### config.mk
export PLATFORM = sky130hd
export DESIGN_NAME = result_drain
export DESIGN_NICKNAME = d
export VERILOG_FILES = /design/src/rtl/result_drain_pkg.sv /design/src/rtl/result_lane_serializer.sv /design/src/rtl/result_drain.sv
export SDC_FILE = /design/constraint.sdc
export NUM_CORES = 1
export LEC_CHECK = 0
export ABC_CLOCK_PERIOD_IN_PS = 4000
export BUFFER_PORTS_ARGS = -buffer_cell sky130_fd_sc_hd__buf_2
export CORE_MARGIN = 5
export CORE_UTILIZATION = 45
export CTS_CLUSTER_DIAMETER = 80
export CTS_CLUSTER_SIZE = 40
export DETAILED_ROUTE_END_ITERATION = 6
export PLACE_DENSITY = 0.74
export SLEW_MARGIN = 10
export SYNTH_ARGS = -nofsm -noshare
export SYNTH_HDL_FRONTEND = slang
export SYNTH_SLANG_ARGS = --single-unit
### constraint.sdc
create_clock -name clk -period 4 [get_ports clk]
set_clock_uncertainty 0.15 [all_clocks]
set_input_delay 0.6 -clock clk [delete_from_list [all_inputs] [get_ports clk]]
set_output_delay 0.6 -clock clk [all_outputs]
set_load 0.03 [all_outputs]
### src/rtl/result_drain_pkg.sv
// Shared widths, FSM encodings and lane-index helper for result_drain.
// Optional RESULT_DRAIN_REVERSE_EN selects reverse lane emission order.
package result_drain_pkg;

   localparam int ADDRESSSIZE    = 10;
   localparam int PARTIAL_SUM_BW = 20;
   localparam int MATRIX_SIZE    = 8;
   localparam int CNT_W          = ADDRESSSIZE + 1;
   localparam int LANE_W         = $clog2(MATRIX_SIZE);
   localparam int WORD_W         = PARTIAL_SUM_BW * MATRIX_SIZE;

   localparam logic [CNT_W-1:0] MAX_WORDS = CNT_W'(1) << ADDRESSSIZE;

   localparam logic [2:0] ST_IDLE = 3'd0;
   localparam logic [2:0] ST_RD   = 3'd1;
   localparam logic [2:0] ST_CAP  = 3'd2;
   localparam logic [2:0] ST_SEND = 3'd3;
   localparam logic [2:0] ST_FIN  = 3'd4;

   // Buffer slice emitted for a given emission-order lane
   function automatic logic [LANE_W-1:0] lane_slice_idx(
      input logic [LANE_W-1:0] lane,
      input logic              rev
   );
      return rev ? (LANE_W'(MATRIX_SIZE - 1) - lane) : lane;
   endfunction

endpackage

### src/rtl/result_lane_serializer.sv
// Word buffer and lane serializer with valid/ready output handshake.
// RESULT_DRAIN_REVERSE_EN emits the top slice first.
module result_lane_serializer
   import result_drain_pkg::*;
(
   input  logic                             clk,
   input  logic                             rstn,
   input  logic                             i_load,
   input  logic [WORD_W-1:0]                i_word,
   input  logic                             i_last_word,
   input  logic                             i_ready,
   output logic                             o_valid,
   output logic signed [PARTIAL_SUM_BW-1:0] o_data,
   output logic [LANE_W-1:0]                o_lane,
   output logic                             o_last,
   output logic                             o_word_consumed
);

`ifdef RESULT_DRAIN_REVERSE_EN
   localparam logic REV = 1'b1;
`else
   localparam logic REV = 1'b0;
`endif

   logic [WORD_W-1:0]         r_buf;
   logic [LANE_W-1:0]         r_lane;
   logic                      r_valid;
   logic [PARTIAL_SUM_BW-1:0] w_lanes [MATRIX_SIZE];
   logic                      w_hs;
   logic                      w_end;

   always_comb begin
      for (int i = 0; i < MATRIX_SIZE; i++) begin
         w_lanes[i] = r_buf[i*PARTIAL_SUM_BW +: PARTIAL_SUM_BW];
      end
   end

   assign w_hs  = r_valid & i_ready;
   assign w_end = (r_lane == LANE_W'(MATRIX_SIZE - 1));

   always_ff @(posedge clk or negedge rstn) begin
      if (!rstn) begin
         r_buf   <= '0;
         r_lane  <= '0;
         r_valid <= 1'b0;
      end else if (i_load) begin
         r_buf   <= i_word;
         r_lane  <= '0;
         r_valid <= 1'b1;
      end else if (w_hs) begin
         if (w_end) r_valid <= 1'b0;
         else       r_lane  <= r_lane + 1'b1;
      end
   end

   assign o_valid         = r_valid;
   assign o_data          = w_lanes[lane_slice_idx(r_lane, REV)];
   assign o_lane          = r_lane;
   assign o_last          = r_valid & w_end & i_last_word;
   assign o_word_consumed = w_hs & w_end;

endmodule

### src/rtl/result_drain.sv
// Drains result words from the results SRAM as signed lane beats.
// Optional RESULT_DRAIN_REVERSE_EN reverses lane order (serializer).
module result_drain
   import result_drain_pkg::*;
(
   input  logic                             clk,
   input  logic                             rstn,
   input  logic                             start,
   input  logic [ADDRESSSIZE-1:0]           base_addr,
   input  logic [CNT_W-1:0]                 num_words,
   output logic                             busy,
   output logic                             done,
   output logic                             sram_rd_en,
   output logic [ADDRESSSIZE-1:0]           sram_rd_addr,
   input  logic [WORD_W-1:0]                sram_rd_data,
   output logic                             out_valid,
   input  logic                             out_ready,
   output logic signed [PARTIAL_SUM_BW-1:0] out_data,
   output logic [LANE_W-1:0]                out_lane,
   output logic                             out_last
);

   logic [2:0]             r_state;
   logic [ADDRESSSIZE-1:0] r_addr;
   logic [CNT_W-1:0]       r_left;
   logic [CNT_W-1:0]       w_num;
   logic                   w_last_word;
   logic                   w_consumed;

   assign w_num       = (num_words > MAX_WORDS) ? MAX_WORDS : num_words;
   assign w_last_word = (r_left == CNT_W'(1));

   always_ff @(posedge clk or negedge rstn) begin
      if (!rstn) begin
         r_state <= ST_IDLE;
         r_addr  <= '0;
         r_left  <= '0;
      end else begin
         unique case (r_state)
            ST_IDLE: begin
               if (start) begin
                  if (num_words == '0) begin
                     r_state <= ST_FIN;
                  end else begin
                     r_addr  <= base_addr;
                     r_left  <= w_num;
                     r_state <= ST_RD;
                  end
               end
            end
            ST_RD:   r_state <= ST_CAP;
            ST_CAP:  r_state <= ST_SEND;
            ST_SEND: begin
               if (w_consumed) begin
                  if (w_last_word) begin
                     r_state <= ST_FIN;
                  end else begin
                     // address wraps modulo 2^ADDRESSSIZE
                     r_addr  <= r_addr + 1'b1;
                     r_left  <= r_left - 1'b1;
                     r_state <= ST_RD;
                  end
               end
            end
            ST_FIN:  r_state <= ST_IDLE;
            default: r_state <= ST_IDLE;
         endcase
      end
   end

   assign busy         = (r_state == ST_RD) | (r_state == ST_CAP)
                       | (r_state == ST_SEND);
   assign done         = (r_state == ST_FIN);
   assign sram_rd_en   = (r_state == ST_RD);
   assign sram_rd_addr = r_addr;

   result_lane_serializer u_ser (
      .clk             (clk),
      .rstn            (rstn),
      .i_load          (r_state == ST_CAP),
      .i_word          (sram_rd_data),
      .i_last_word     (w_last_word),
      .i_ready         (out_ready),
      .o_valid         (out_valid),
      .o_data          (out_data),
      .o_lane          (out_lane),
      .o_last          (out_last),
      .o_word_consumed (w_consumed)
   );

endmodule

==> results.md, run 1 <==
- Synthesized netlist cell count: 617
- Min-delay worst type: in -> async
- Distinct cells, synth: 48
- Combinational family with the most area after synthesis: multiplexers
- CTS tree: built
- Synth Area in Adders: less than 1%
- Top FF cell, synth: dfrtp_1
- Routed wire length: 21,240 microns
- Status: completed
- Die area: 22,570 sq um
- Worst Path Arrival: 2.50 ns
- Peak Freq: ~0.31 GHz
- Largest net degree at the start of global routing: 165
- Max Fanout on Critical Path: 26
- Io pins: 223
- Utilization after layout: 55.74%
- Xor/xnor cell area share of the yosys netlist: less than 1%
- Final Power: 8729 uW
- Via density: 5.392
- Worst r2r dst: sram_rd_addr[5]
- Req. time, crit path: 3.25 ns
- Sequential-to-total area share from yosys stat: 53.16%
- Post-cts sizing count: 0
- R2R cell count: 6
- Synth area leaders: dfrtp_1 (53%), mux2_2 (23%), mux4_2 (10%)
- Synth Area per Inst: 14.34 sq um
- Global-route wire length before repair: about 33,000 microns
- Clk pin slew, worst setup/hold paths: 0.08 ns
- Dpl hpwl: 15,150 microns
- R2r startpoint: u_ser.o_lane[1]
- # rows: 51
- Final setup fails: 0
- Area delta synth->final: 22.18%
- Vias: roughly 6,000
- H-tree depth: 4
- Synth cell count leaders: dfrtp_1 (188), mux2_2 (180), mux4_2 (40)
- Clk root buf: clkbuf_16
- Post-Layout Cell Count: between 1,000 and 1,500
- Worst Setup End Kind: primary output
- Initial antenna violation count: 10
- Core area: 19,400 sq um
- Top-area cell type share of the netlist area: between 50% and 60%
- Max_cap viols: 0
- Largest area contributor in the netlist: dfrtp_1
- EDFF count, synth: 0
- Least-Margin Pin Slew: between 1 and 1.5 ns
- VDD IR max: 0.0007427 V
- FFs w/ async S/R, synth: 100.0%
- Fraction of layout instances using a drive strength above 1: 58.46%
- Num CTS Buffers: 17
- Vias in the first global route: about 6,300
- Initial DRC count: 299
- Antenna Nets Post-Route: 0
- Mapped Area: 8850 sq um
- CTS hold repair buffers: 0
- CP startpoint: u_ser.o_lane[1]
- Clock Latency Late Sink: 0.43 ns
- #FFs+latches synth: 188
- Gr usage total: 19.21%
- Initial Util: 45.62%
- Count leader, synth: dfrtp_1
- Synth Area in Compound Gates: 4.765%
- Count of final max-slew check failures: 0
- Inst Count DP: 1,067
- Kind of critical path: reg -> out
- Mux contribution to synthesized area: 33.42%
- Die H: about 150 microns
- WL per Instance: roughly 19 microns
- Routability cong.: roughly 0.83
- Die Width: 150.2 microns
- Tmin final: 3.246 ns
- Worst R2R Setup Slack: 1.18 ns
- Syn nets: 807
- Setup bufs post-CTS: 0
- Drt first pass iters: 4
- Total congestion overflow: 0
- Nets@finish: 1,011
- Yosys warns: 0
- CTS Buffer Depth: 2
- Drt drc: 0
- TNS Setup: 0 ns
- P per Cell Area: 807.3 nW/um^2
- Fin crit share: between 80% and 90%
- Simple-gate share of the synthesized area: 5.245%
- RSZ-0062 raised after global routing: no
- CTS Sinks: 188
- Static Leak: slightly below 0.005 uW
- Slew headroom: 31.86%
- Fin. Hold Viols: 0
- Worst setup SP type: register
- Port Buffers: 222
cell usage in the layout, fill, tap and decap left out, types with 4 or more instances in the layout:
cell	instances
mux4_2	40
diode_2	5
nand4_1	5
o21ai_0	20
inv_1	4
nor4_1	6
nand2_1	10
a2bb2oi_1	8
buf_4	4
dfrtp_1	186
clkbuf_16	17
inv_8	4
mux2_2	180
a31oi_1	8
nor3_1	7
a21oi_1	15
nand3_1	9
buf_2	221
nor2_1	28
ha_1	5
flip-flops by register name (all words and copies together) (netlist names):
register and cells:
r_state 3, sram_rd_addr 10, u_ser.r_buf 160, u_ser.o_lane 3, u_ser.o_valid 1, r_left 11
per-stage QoR:
step | worst slack (ns) | instance area, sq um | hold WS, ns
3_3_place_gp | 1.213 | 10190 | 0.3330
2_1_floorplan | 1.345 | 8850 | 0.1544
4_1_cts | 0.7300 | 10800 | 0.1129
5_1_grt | 0.6600 | 10810 | 0.1339
3_5_place_dp | 1.180 | 10190 | 0.3404
6_report | 0.7536 | 10810 | 0.07278
cell type report:
type,instances,area (sq um)
antenna,5,12.51
clock buffer,18,439.2
clock inverter,13,173.9
fill,1659,8586
inverter,5,18.77
multi-input combinational,380,3920
sequential,188,4707
tap,265,331.6
timing repair buffer,229,1210
metal layers:
metal,share of wire (%),track usage (%),routed length [microns],vias to the layer above
met1,40,23.36,8401,3022
li1,-,-,-,2714
met2,52,32.87,10990,168
met4,1.5,5.261,310,12
met3,6.9,6.442,1464,31
met5,0.34,0,72,-
critical path, cell delays in order (launching register included):
cell and delay (ns):
dfrtp_2 0.82, buf_4 0.40, mux4_2 0.37, mux2_2 0.28
buf_2 0.18
logic make-up (layout without fill, tap and decap cells):
| family | after synthesis | count (layout) |
|---|---|---|
| fa+ha+maj | 5 | 5 |
| xor+xnor | 1 | 1 |
| buf+inv | 49 | 265 |
| compound gates | 65 | 65 |
| mux | 223 | 223 |
| other cells | 0 | 5 |
| simple gates | 86 | 86 |
| flops | 188 | 188 |
worst max-delay path by stage:
stage                  endpoint  slack, ns  cells past startpoint
floorplan           out_data[0]       1.35                      4
global placement    out_data[4]       1.21                      4
detailed placement    r_left[0]       1.18                      7
CTS                 out_data[4]       0.73                      4
global route        out_data[4]       0.66                      4
finish              out_data[4]       0.75                      4
report_power, final:
part	switching, uW	internal, uW
clock	794	967
sequential	609	2790
combinational	1680	1890
total	3080	5650
No activity file was read; power rests on OpenSTA's default activity.
==> run 2, diff against run 1 <==
--- a/config.mk
+++ b/config.mk
@@ -5,14 +5,14 @@
 export SDC_FILE = /design/constraint.sdc
 export NUM_CORES = 1
 export LEC_CHECK = 0
-export ABC_CLOCK_PERIOD_IN_PS = 4000
+export ABC_CLOCK_PERIOD_IN_PS = 2940
 export BUFFER_PORTS_ARGS = -buffer_cell sky130_fd_sc_hd__buf_2
 export CORE_MARGIN = 5
 export CORE_UTILIZATION = 45
 export CTS_CLUSTER_DIAMETER = 80
 export CTS_CLUSTER_SIZE = 40
 export DETAILED_ROUTE_END_ITERATION = 6
-export PLACE_DENSITY = 0.74
+export PLACE_DENSITY = 0.77
 export SLEW_MARGIN = 10
 export SYNTH_ARGS = -nofsm -noshare
 export SYNTH_HDL_FRONTEND = slang
==> constraint.sdc (replaced) <==
create_clock -name clk -period 2.94 [get_ports clk]
set_clock_uncertainty 0.15 [all_clocks]
set_input_delay 0.441 -clock clk [delete_from_list [all_inputs] [get_ports clk]]
set_output_delay 0.441 -clock clk [all_outputs]
set_load 0.03 [all_outputs]
==> run 2 against run 1 <==
Against the previous run: hold slack improved by 0.017 ns; register-to-register slack got worse by 0.81 ns; final cell count grew 0.45%; power increased by 37%; global-route usage is 0.34 points higher; count of clock-buffer cells in the layout unchanged; sequential cell count unchanged; worst setup slack worse by 0.64 ns; clock power up 40%; design area grew 0.75%; largest cell class unchanged; highest routed layer unchanged.
==> results.md, run 2 (synthesis gave the netlist of run 1 again) <==
- Tmin final: 2.826 ns
- Total congestion overflow: 0 (unchanged)
- Max Fanout on Critical Path: 21 (-19%)
- RSZ-0062 raised after global routing: no
- CTS tree: built
- Drt drc: 0 (unchanged)
- Placed cell area: 10,230 sq um (+0.39%)
- Fin crit share: between 90% and 100%
- Final setup fails: 0 (unchanged)
- Static Leak: 0.004911 uW (+0.77%)
- Die area: 22,570 sq um (unchanged)
- Global-route wire length before repair: 33,940 microns (+1.5%)
- Least-Margin Pin Slew: 0.8124 ns (-0.2096 ns)
- Slew headroom: 45.73% (+14 points)
- Peak Freq: 0.3539 GHz
- Fin. Hold Viols: 0 (unchanged)
- # rows: 51 (unchanged)
- Worst Path Arrival: 2.23 ns (-0.27 ns)
- Kind of critical path: reg -> out
- Dpl hpwl: 15,190 microns (+0.26%)
- Via density: 5.466 (+1.4%)
- Routed wire length: 21,270 microns (+0.16%)
- Post-Place Setup Slack: 0.3882 ns (-0.7919 ns)
- CTS Buffer Depth: 2 (unchanged)
- Status: completed
- Utilization after layout: 56.16% (+0.42 points)
- Hold path startpoint: sram_rd_data[5]
- Most frequent cells in the layout: buf_2 (221), dfrtp_1 (186), mux2_2 (180)
- Clock Latency Late Sink: 0.42 ns (about the same)
- P per Cell Area: 1099 nW/um^2 (+36%)
- # fillers: 1,614 (-2.7%)
- Vias in the first global route: 6,447 (+2.8%)
- Die H: 150.2 microns (unchanged)
- Max FFs per register: 160 (unchanged)
- Count of final max-slew check failures: 0 (unchanged)
- Final Instance Area: 10,890 sq um (+0.75%)
- Post-Layout Cell Count: 1,108 (+0.45%)
- Initial Util: 45.62% (unchanged)
- Largest net degree at the start of global routing: 105 (-36%)
- Clk root buf: clkbuf_16
- Clk pin slew, worst setup/hold paths: 0.08 ns (about the same)
- CP startpoint: u_ser.o_lane[0]
- Worst Setup End Kind: primary output
- Nets@finish: 1,017 (+0.59%)
- Drt first pass iters: 5 (+1)
- TNS Setup: 0 ns (unchanged)
- R2r startpoint: r_left[5]
- Worst-path cell chain: buf_6 > mux4_2 > mux2_2 > buf_2
- Area delta synth->final: 23.10%
- Max stage delay on crit path: 0.61 ns (-0.21 ns)
- Crit-path slowest cell: mux4_2
- Port Buffers: 222 (unchanged)
- Die Width: 150.2 microns (unchanged)
- Max_cap viols: 0 (unchanged)
- Routability cong.: 0.8398 (+1.7%)
- H-tree depth: 4 (unchanged)
- Antenna Nets Post-Route: 0 (unchanged)
- VDD IR max: 0.0007384 V (-0.58%)
- WL per Instance: 19.20 microns (-0.29%)
- Req. time, crit path: 2.35 ns (-0.90 ns)
- Min-delay worst type: in -> reg
- Initial DRC count: 309 (+3.3%)
- Inst Count DP: 1,072 (+0.47%)
- Most flop-heavy register: u_ser.r_buf
- Setup WS post-layout: 0.1144 ns (-0.6392 ns)
- Worst setup SP type: register
- R2R cell count: 5 (-1)
- Gr usage total: 19.55% (+0.34 points)
- CTS Sinks: 188 (unchanged)
- Worst hold path cell count: 2
- Fraction of layout instances using a drive strength above 1: 58.69% (+0.23 points)
- Initial antenna violation count: 11 (+1)
- Num CTS Buffers: 17 (unchanged)
- Io pins: 223 (unchanged)
- Vias: 6,056 (+1.8%)
- Most common cell after layout, fill and taps aside: buf_2
- Core area: 19,400 sq um (unchanged)
==> run 2: critical path, delay by kind of cell (launching register included) <==
family | cells | cell delay, ns
buffers and inverters | 2 | 0.47
DFF | 1 | 0.43
muxes | 2 | 0.91
==> run 2: layer usage <==
layer	up-vias	GRT usage, %	routed length, microns
met5	-	0	83
met4	16	5.901	316
met3	38	6.502	1540
met2	182	32.01	10750
met1	3083	24.86	8582
li1	2737	-	-
==> run 2: metrics by stage <==
| stage | hold slack (ns) | total power [uW] |
|---|---|---|
| final | 0.08932 | 11970 |
| after global routing | 0.06829 | 12700 |
| after CTS | 0.06815 | 12130 |
| after detailed placement | 0.3437 | 9580 |
| after global placement | 0.3339 | 9384 |
| after floorplan | -0.004591 | 8159 |
==> run 2: repair_timing <==
item / 4_1_cts / 5_1_grt
setup endpoints to repair: 9 / 2
gates resized for setup: 2 / 1
endpoints found under the hold margin: 69 / 0
hold buffers: 1 / 0
gates cloned: 0 / 0
buffers inserted: 0 / 0
pin swaps: 0 / 0
==> run 2: final timing paths <==
check | to | slack (ns)
setup reg to reg | r_left[10] | 0.37
hold reg to reg | u_ser.r_buf[129] | 0.35
min in group asynchronous | u_ser.r_buf[138] | 0.44
max in group asynchronous | u_ser.r_buf[46] | 1.43
hold / removal | u_ser.r_buf[5] | 0.09
setup / recovery | out_data[18] | 0.11
==> run 2: power by group <==
part | switching (uW) | total (uW) | internal (uW) | leakage [uW]
logic | 2420 | 5000 | 2580 | 0.00230
clock network | 1070 | 2470 | 1400 | 0.000307
registers | 695 | 4490 | 3800 | 0.00230
total | 4190 | 12000 | 7780 | 0.00491
==> run 2: final cells by class <==
| class | instances | area (sq um) | area share (%) |
|---|---|---|---|
| antenna | 3 | 7.507 | 0.06891 |
| clock buffer | 18 | 439.2 | 4.031 |
| clock inverter | 14 | 198.9 | 1.826 |
| inverter | 5 | 18.77 | 0.1723 |
| multi-input combinational | 380 | 3920 | 35.98 |
| sequential | 188 | 4710 | 43.23 |
| tap | 265 | 331.6 | 3.044 |
| timing repair buffer | 235 | 1269 | 11.65 |
==> run 3, diff against run 2 <==
--- a/config.mk
+++ b/config.mk
@@ -5,14 +5,14 @@
 export SDC_FILE = /design/constraint.sdc
 export NUM_CORES = 1
 export LEC_CHECK = 0
-export ABC_CLOCK_PERIOD_IN_PS = 2940
+export ABC_CLOCK_PERIOD_IN_PS = 2400
 export BUFFER_PORTS_ARGS = -buffer_cell sky130_fd_sc_hd__buf_2
 export CORE_MARGIN = 5
 export CORE_UTILIZATION = 45
 export CTS_CLUSTER_DIAMETER = 80
 export CTS_CLUSTER_SIZE = 40
 export DETAILED_ROUTE_END_ITERATION = 6
-export PLACE_DENSITY = 0.77
+export PLACE_DENSITY = 0.72
 export SLEW_MARGIN = 10
 export SYNTH_ARGS = -nofsm -noshare
 export SYNTH_HDL_FRONTEND = slang
==> constraint.sdc (replaced) <==
create_clock -name clk -period 2.4 [get_ports clk]
set_clock_uncertainty 0.15 [all_clocks]
set_input_delay 0.36 -clock clk [delete_from_list [all_inputs] [get_ports clk]]
set_output_delay 0.36 -clock clk [all_outputs]
set_load 0.03 [all_outputs]
==> run 3 against run 2 <==
Against the previous run: the run now ends with negative setup slack left; sequential share of layout area down 5.3 points; critical path type unchanged; final cell count up 11%; clock power up 17%; highest routed layer unchanged; largest power group unchanged; largest cell class unchanged; sequential power up 23%; die area unchanged.
==> results.md, run 3 (synthesis gave the netlist of run 1 again) <==
- Drt first pass iters: 6 (+1)
- Die H: 150.2 microns (unchanged)
- Nets@finish: 1,138 (+12%)
- Min-delay worst type: in -> reg
- Largest net degree at the start of global routing: 56 (-47%)
- Initial antenna violation count: 7 (-4)
- FF/Latch Area: 4707 sq um (about the same)
- Area delta synth->final: 40.32%
- Routed wire length: 23,730 microns (+12%)
- Global-route wire length before repair: 36,780 microns (+8.4%)
- Count of final max-slew check failures: 0 (unchanged)
- Vias in the first global route: 7,025 (+9.0%)
- VDD IR max: 0.0008037 V (+8.9%)
- Routability cong.: 0.8357 (-0.49%)
- Io pins: 223 (unchanged)
- Max Fanout on Critical Path: 21 (unchanged)
- Final Power: 15,970 uW (+33%)
- # rows: 51 (unchanged)
- Least-Margin Pin Slew: 0.5145 ns (-0.2979 ns)
- Worst Setup End Kind: primary output
- Final setup fails: 20 (+20)
- Most flop-heavy register: u_ser.r_buf
- Clk root buf: clkbuf_16
- Static Leak: 0.005577 uW (+14%)
- Total congestion overflow: 0 (unchanged)
- # fillers: 1,474 (-8.7%)
- Post-Place Setup Slack: 0.01670 ns (-0.3715 ns)
- Inst Count DP: 1,080 (+0.75%)
- Fraction of layout instances using a drive strength above 1: 54.42% (-4.3 points)
- Fin crit share: 109.5%
- WL per Instance: 19.31 microns (+0.58%)
- Req. time, crit path: 1.89 ns (-0.46 ns)
- CTS Buffer Depth: 2 (unchanged)
- Violated checks: negative setup slack
- Vias: 6,521 (+7.7%)
- RSZ-0062 raised after global routing: yes
- Crit-path slowest cell: mux4_2
- Initial Util: 45.62% (unchanged)
- Die area: 22,570 sq um (unchanged)
- Port Buffers: 222 (unchanged)
- Final hold slack: 0.02156 ns (-0.06776 ns)
- Core area: 19,400 sq um (unchanged)
- H-tree depth: 4 (unchanged)
- Post-Layout Cell Count: 1,229 (+11%)
- Max FFs per register: 160 (unchanged)
- Slew headroom: 65.38% (+20 points)
- Most common cell after layout, fill and taps aside: buf_2
- Drt drc: 0 (unchanged)
- Tmin final: between 2 and 3 ns
- Status: complete, but fails checks
- CTS tree: built
- CTS Sinks: 188 (unchanged)
- P per Cell Area: 1286 nW/um^2 (+17%)
- Worst setup SP type: register
- Peak Freq: 0.3804 GHz
- Utilization after layout: 64.02% (+7.9 points)
- Max stage delay on crit path: 0.58 ns (-0.03 ns)
- Kind of critical path: reg -> out
- Fin. Hold Viols: 0 (unchanged)
- Most frequent cells in the layout: buf_2 (200), dfrtp_1 (186), mux2_2 (167)
- Via density: 5.306 (-2.9%)
- Max_cap viols: 0 (unchanged)
- Clk pin slew, worst setup/hold paths: 0.07 ns (about the same)
- Gr usage total: 20.91% (+1.4 points)
- Initial DRC count: 291 (-5.8%)
- Antenna Nets Post-Route: 0 (unchanged)
- Num CTS Buffers: 17 (unchanged)
- Setup WS post-layout: -0.2289 ns (-0.3432 ns)
- Die Width: 150.2 microns (unchanged)
- Area of the multi-input gates: 4026 sq um (+2.7%)
- Worst-path cell chain: buf_12 > mux4_2 > mux2_4 > buf_6
- Dpl hpwl: 15,250 microns (+0.39%)
- Worst Path Arrival: 2.12 ns (-0.11 ns)
- Clock Latency Late Sink: 0.42 ns (about the same)
[run 3: repair_timing]
item	in CTS	in global routing
gates resized for setup	56	12
endpoints found under the hold margin	147	3
buffers inserted	3	5
endpoints found under the setup margin	21	39
hold buffers	97	3
gates cloned	0	6
pin swaps	4	3
[run 3: metal layers]
layer	global-route usage, %	vias up	share of wire [%]
li1	-	2981	-
met1	26.37	3275	41
met2	35.57	213	51
met3	5.840	44	5.9
met4	5.764	8	1.8
met5	0	-	0.20
[run 3: where the power goes]
part           total [uW]  switching [uW]  leakage (uW)  internal, uW
combinational        7570            3360       0.00298          4210
clock                2880            1340      0.000300          1540
sequential           5530             875       0.00230          4650
total               16000            5570       0.00558         10400
[run 3: metrics by stage]
step                      TNS, ns  cell area [sq um]
after floorplan           -0.2719               8850
after global placement          0              10370
after detailed placement        0              10370
after CTS                  -4.598              12150
after global routing       -5.327              12420
final                      -3.926              12420
[run 3: worst max-delay path, delay by kind of cell (launching register included)]
family                 cells  cell delay, ns
buffers and inverters      2            0.36
DFF                        1            0.43
muxes                      2            0.89
[run 3: final cells by class]
class / instances / share of cell area, %
diodes: 3 / 0.06045
clock buffers: 19 / 3.647
clock inverters: 13 / 1.219
inverters: 5 / 0.1511
multi-input cells: 381 / 32.42
flip-flops and latches: 188 / 37.90
well taps: 265 / 2.670
repair buffers: 355 / 21.92
[run 3: worst paths after layout]
| path | startpoint | endpoint | slack [ns] | cells past startpoint |
|---|---|---|---|---|
| worst min register to register | u_ser.r_buf[59] | u_ser.r_buf[59] | 0.35 | 1 |
| min in group asynchronous | rstn | u_ser.r_buf[156] | 0.31 | 2 |
| max in group asynchronous | rstn | u_ser.r_buf[141] | 1.10 | 3 |
| worst max-delay path | u_ser.o_lane[0] | out_data[18] | -0.23 | 4 |
| worst min-delay path | sram_rd_data[39] | u_ser.r_buf[39] | 0.02 | 2 |
| worst max register to register | r_left[6] | r_left[0] | 0.07 | 7 |
